File: src/rtl/gray_pkg.sv
// Shared constants for the Gray counter control path: state codes, default
// timing values and the direction encoding also used by gray_counter_top.
package gray_pkg;

    localparam logic ST_PAUSED = 1'b0;
    localparam logic ST_RUN    = 1'b1;

    localparam int DIV_COUNT_DEF = 100_000_000;  // 1 Hz tick at 100 MHz
    localparam int DB_COUNT_DEF  = 1_000_000;    // 10 ms hold at 100 MHz

    localparam logic DIR_UP   = 1'b0;
    localparam logic DIR_DOWN = 1'b1;

endpackage

File: src/rtl/btn_debounce.sv
// Synchronises one raw board input and accepts a new level only after it has
// held for DB_COUNT cycles; rise is a one-cycle pulse on each accepted 0->1.
module btn_debounce #(
    parameter int SYNC_STAGES = 2,
    parameter int DB_COUNT    = 1_000_000
) (
    input  logic clk,
    input  logic rst,
    input  logic raw,
    output logic level,
    output logic rise
);

    localparam int              CW       = $clog2(DB_COUNT);
    localparam logic [CW-1:0]   CNT_LAST = CW'(DB_COUNT - 1);

    logic [SYNC_STAGES-1:0] sync_q;
    logic [CW-1:0]          cnt_q, cnt_d;
    logic                   stable_q, stable_d;
    logic                   prev_q;
    logic                   synced;

    assign synced = sync_q[SYNC_STAGES-1];

    always_comb begin
        // NOTE: every output of this block gets a default first, so no path leaves it unassigned and no latch is inferred.
        cnt_d    = '0;
        stable_d = stable_q;
        if (synced != stable_q) begin
            if (cnt_q == CNT_LAST) begin
                stable_d = synced;
            end else begin
                cnt_d = cnt_q + CW'(1);
            end
        end
    end

    always_ff @(posedge clk) begin
        // NOTE: state updates use <= so every flop samples pre-edge values, independent of statement order.
        if (rst) begin
            sync_q   <= '0;
            cnt_q    <= '0;
            stable_q <= 1'b0;
            prev_q   <= 1'b0;
        end else begin
            sync_q   <= {sync_q[SYNC_STAGES-2:0], raw};
            cnt_q    <= cnt_d;
            stable_q <= stable_d;
            prev_q   <= stable_q;
        end
    end

    assign level = stable_q;
    assign rise  = stable_q & ~prev_q;

endmodule

File: src/rtl/gray_tick_ctrl.sv
// Run/pause/step control for gray_counter_top: debounced buttons, RUN-mode
// prescaler and a one-cycle cnt_en pulse. Define GRAY_TICK_AUTORUN_EN to leave reset in RUN.
module gray_tick_ctrl
    import gray_pkg::*;
#(
    parameter int DIV_COUNT   = DIV_COUNT_DEF,
    parameter int DB_COUNT    = DB_COUNT_DEF,
    parameter int SYNC_STAGES = 2
) (
    input  logic clk,
    input  logic rst,
    input  logic btn_run,
    input  logic btn_step,
    input  logic dir_sw,
    output logic cnt_en,
    output logic cnt_dir,
    output logic running
);

    localparam int            PW         = $clog2(DIV_COUNT);
    localparam logic [PW-1:0] PRESC_LAST = PW'(DIV_COUNT - 1);

`ifdef GRAY_TICK_AUTORUN_EN
    localparam logic RESET_STATE = ST_RUN;
`else
    localparam logic RESET_STATE = ST_PAUSED;
`endif

    logic          state_q, state_d;
    logic [PW-1:0] presc_q, presc_d;
    logic          cnt_en_q, cnt_en_d;
    logic          dir_q, dir_d;
    logic          running_q, running_d;

    logic run_rise, step_rise, dir_level;
    logic run_level_unused, step_level_unused, dir_rise_unused;

    btn_debounce #(.SYNC_STAGES(SYNC_STAGES), .DB_COUNT(DB_COUNT)) u_db_run (
        .clk   (clk),
        .rst   (rst),
        .raw   (btn_run),
        .level (run_level_unused),
        .rise  (run_rise)
    );

    btn_debounce #(.SYNC_STAGES(SYNC_STAGES), .DB_COUNT(DB_COUNT)) u_db_step (
        .clk   (clk),
        .rst   (rst),
        .raw   (btn_step),
        .level (step_level_unused),
        .rise  (step_rise)
    );

    btn_debounce #(.SYNC_STAGES(SYNC_STAGES), .DB_COUNT(DB_COUNT)) u_db_dir (
        .clk   (clk),
        .rst   (rst),
        .raw   (dir_sw),
        .level (dir_level),
        .rise  (dir_rise_unused)
    );

    always_ff @(posedge clk) begin
        if (rst) begin
            state_q   <= RESET_STATE;
            presc_q   <= '0;
            cnt_en_q  <= 1'b0;
            dir_q     <= DIR_UP;
            running_q <= RESET_STATE;
        end else begin
            state_q   <= state_d;
            presc_q   <= presc_d;
            cnt_en_q  <= cnt_en_d;
            dir_q     <= dir_d;
            running_q <= running_d;
        end
    end

    // Prescaler is held at 0 while paused, so entering RUN always restarts the period.
    always_comb begin
        state_d = state_q;
        presc_d = '0;
        case (state_q)
            ST_PAUSED: begin
                if (run_rise) state_d = ST_RUN;
            end
            default: begin
                if (run_rise) begin
                    state_d = ST_PAUSED;
                end else if (presc_q != PRESC_LAST) begin
                    presc_d = presc_q + PW'(1);
                end
            end
        endcase
    end

    // A run press suppresses both a coincident step and a coincident terminal tick.
    always_comb begin
        cnt_en_d = 1'b0;
        if (!run_rise) begin
            if (state_q == ST_PAUSED) cnt_en_d = step_rise;
            else                      cnt_en_d = (presc_q == PRESC_LAST);
        end
        dir_d     = cnt_en_d ? dir_q : dir_level;
        running_d = (state_d == ST_RUN);
    end

    assign cnt_en  = cnt_en_q;
    assign cnt_dir = dir_q;
    assign running = running_q;

endmodule

File: config.mk
export PLATFORM = sky130hd
export DESIGN_NAME = gray_tick_ctrl
export DESIGN_NICKNAME = d
export VERILOG_FILES = /design/src/rtl/gray_pkg.sv /design/src/rtl/btn_debounce.sv /design/src/rtl/gray_tick_ctrl.sv
export SDC_FILE = /design/constraint.sdc
export NUM_CORES = 1
export LEC_CHECK = 0
export ABC_AREA = 0
export CORE_MARGIN = 2
export CORE_UTILIZATION = 55
export CTS_BUF_LIST = sky130_fd_sc_hd__clkbuf_8
export CTS_CLUSTER_DIAMETER = 120
export DETAILED_ROUTE_END_ITERATION = 6
export DONT_BUFFER_PORTS = 1
export PLACE_DENSITY = 0.67
export SKIP_LAST_GASP = 1
export SYNTH_ARGS = -nofsm -noshare
export SYNTH_HDL_FRONTEND = slang
export SYNTH_SLANG_ARGS = --single-unit
export TNS_END_PERCENT = 100
File: constraint.sdc
create_clock -name clk -period 2.4 [get_ports clk]
set_clock_uncertainty 0.05 [all_clocks]
set_input_delay 0.72 -clock clk [delete_from_list [all_inputs] [get_ports clk]]
set_output_delay 0.72 -clock clk [all_outputs]
set_load 0.05 [all_outputs]
==> results by group <==
Worst setup path
  – FF-to-FF End: u_db_step.cnt_q[7]
  – Worst setup SP type: register
  – Slowest cell delay on critical path: about 0.53 ns
  – R2R setup slack: ~0.30 ns
  – Worst Setup End Kind: register
  – Max FO, Critical Path: 19
  – Worst reg2reg startpoint: u_db_step.cnt_q[7]
  – Crit Path Category: register to register
  – Cell Chain, Critical Path: or4_1 > or4_4 > o21bai_4 > nor2_1
  – Worst EP arrival: about 2.3 ns
  – CP required: about 2.6 ns
  – Worst Reg2Reg Path Length in Cells: 4
  – Crit path max-delay cell type: or4_1

Route
  – Detailed-route DRC error count: 0
  – Vias per inst: 5.694
  – Total wire length: 8238 um
  – DR WL/cell: roughly 13 um
  – Detail Route Antenna Nets: 0
  – Initial DRT Pass Iterations: 4
  – Via Count: 3644
  – Initial drt markers: 107

Clock tree
  – Clk buf depth: 2
  – Worst-Skew Late Latency: between 0.3 and 0.4 ns
  – Hold_buf cts: 0
  – CTS clk-pin slew, worst paths: ~0.090 ns
  – CTS buffer count: 9
  – CTS tree: yes
  – CTS H-tree depth: 3
  – CTS Root Cell: clkbuf_8
  – Setup bufs post-CTS: 0
  – CTS sink count: ~100
  – Post-cts gate resize count: 0

Synth
  – Post-Syn Nets: ~540
  – Distinct cells, synth: 50
  – Synthesis warning total: 0
  – Mapped cell area: about 4600 um^2
  – Most common flop cell mapped by yosys: dfxtp_1
  – Top post-synthesis cells by area: dfxtp_1 (44%), xnor2_1 (6.1%), nor2_1 (5.7%)
  – Most area-hungry cell type in the Yosys netlist: dfxtp_1
  – Async S/R FF share, synth: 0%
  – Seq/Total Area, Yosys: between 40% and 50%
  – Cells after Synth: around 530
  – Register bit count reported by yosys: 101
  – Mean Syn Cell Area: around 8.7 um^2
  – Post-synth EDFFs: 0
  – Post-synth top area share: around 44%

STA
  – Slew @ Worst Pin: 0.6781 ns
  – Max-slew headroom at the worst pin: 54.38%
  – Fin. Hold Viols: 0
  – Final Cycle Share: between 80 and 90%
  – Fin Setup TNS: 0 ns
  – Final worst setup slack: 0.3006 ns
  – RSZ-0062 raised after global routing: no
  – Fmax: 476.3 MHz
  – Min Tclk post-route: ~2.1 ns
  – Final setup fails: 0
  – Final-report max-slew violation count: 0

Placed design
  – HPWL Detailed: about 5800 um
  – GPL Wtd Cong: between 0.8 and 0.9
  – Placed Cells: 624
  – Place WS: 0.2801 ns
  – # port buffers: 0

Global route
  – Vias in the first global route: 3346
  – First-pass GRT wire length: 14350 um
  – Initial antenna violation count: 0
  – Largest net degree at the start of global routing: 21
  – Tot GR Track Use: 19.67%
  – Total global routing overflow: 0

Floorplanning
  – Row count: 33
  – Starting Density: between 50% and 60%
  – I/O pin cnt: 8
  – Core area: approximately 8000 um^2
  – Die X: between 90 and 100 um
  – Die ar.: roughly 9100 um^2
  – Die span in y: approximately 95 um

Finish
  – Layout cells sized above 1: 6.168%
  – Total Nets Final: approximately 540
  – Most common cell after layout, fill and taps aside: dfxtp_1
  – Number of diodes: 0
  – Most frequent cells in the layout: dfxtp_1 (101), nor2_1 (70), nand3_1 (34)
  – Fill cells: 725
  – Area growth from synthesis to layout: 6.083%
  – Non-filler instance count after layout: 640

Hold path
  – HP Class: primary input to register
  – Hold Path Origin: rst
  – Min-Delay Endpoint: u_db_dir.sync_q[0]
  – Hold Path Depth: 1

Pwr
  – Worst VDD drop: around 0.00031 V
  – Static leakage: around 1.4 nW
  – P per Cell Area: between 500 and 600 nW/um^2
  – Total power: between 2 and 3 mW

Status
  – Status: complete, no violations

Job
  – # Max-Cap Violations: 0
## metrics by stage
| stage | instance area [um^2] | hold WS (ns) | utilization (%) |
|---|---|---|---|
| 2_1_floorplan | 4587 | 0.3638 | - |
| 3_3_place_gp | 4690 | 0.3686 | 57.65 |
| 3_5_place_dp | 4690 | 0.3712 | 57.65 |
| 4_1_cts | 4866 | 0.3325 | 59.82 |
| 5_1_grt | 4866 | 0.3332 | 59.82 |
| 6_report | 4866 | 0.3577 | 59.82 |
## how the worst max path moves through the flow
| stage | from | endpoint | slack (ns) | depth (start not counted) |
|---|---|---|---|---|
| finish | u_db_step.cnt_q[7] | u_db_step.cnt_q[7] | 0.30 | 4 |
| floorplan | u_db_step.cnt_q[7] | u_db_step.cnt_q[15] | 0.47 | 5 |
| global route | u_db_step.cnt_q[7] | u_db_step.cnt_q[9] | 0.17 | 4 |
| detailed placement | u_db_step.cnt_q[7] | u_db_step.cnt_q[7] | 0.28 | 4 |
| CTS | u_db_step.cnt_q[7] | u_db_step.cnt_q[7] | 0.27 | 4 |
| global placement | u_db_step.cnt_q[7] | u_db_step.cnt_q[11] | 0.34 | 4 |
## area by class of cell
class	count	area [um^2]	area share, %
inverters	22	82.58	1.697
well taps	105	131.4	2.700
flip-flops and latches	101	2022	41.55
clock inverters	6	38.79	0.7971
clock buffers	10	137.6	2.828
multi-input cells	389	2401	49.34
repair buffers	7	52.55	1.080
## synthesized netlist by cell type (15+ instances only)
library cell  number
nand3_1           34
inv_1             22
xnor2_1           32
a21oi_1           32
nor2_1            70
nor4_1            15
xor2_1            22
nand2_1           24
dfxtp_1          101
or4_1             16
o21ai_0           17
nand4_1           23
## flip-flops by register name, summed over array words and instances (netlist names)
signal,flops
u_db_dir.cnt_q,20
u_db_step.prev_q,1
running,1
u_db_run.prev_q,1
u_db_dir.sync_q,2
cnt_dir,1
u_db_run.level,1
presc_q,27
u_db_step.sync_q,2
cnt_en,1
u_db_dir.level,1
u_db_run.cnt_q,20
u_db_run.sync_q,2
u_db_step.cnt_q,20
u_db_step.level,1
## report_power, final
part	leakage, nW	total (mW)	switching [mW]	internal [mW]
sequential	0.815	1.68	0.00373	1.68
combinational	0.511	0.0204	0.0127	0.00765
clock	0.0992	0.973	0.569	0.404
## routing by layer
metal  up-vias  share of wire (%)  GRT usage [%]
li1       1896                  -              -
met1      1703                 49          24.63
met2        34                 46          32.86
met3        11                2.9          4.980
met4         0                1.4          6.884
met5         -                  0              0
## cells by family (layout without fill, tap and decap cells)
kind of cell,Yosys count,in the layout,synth area share (%)
AOI/OAI and AO/OA,71,71,9.438
xor gates and xnor gates,54,54,10.31
adders and majority gates,4,4,1.091
buffers and inverters,36,45,3.573
DFF,101,101,44.08
muxes,1,1,0.2182
and+or+nand+nor,259,259,31.29
## critical path: cells and delay by family (launching register included)
| kind | cells | cell delay (ns) |
|---|---|---|
| AO/OA/AOI/OAI | 1 | 0.41 |
| AND/OR/NAND/NOR | 3 | 1.15 |
| flip-flops | 1 | 0.37 |
(Power assumes the default switching activity.)
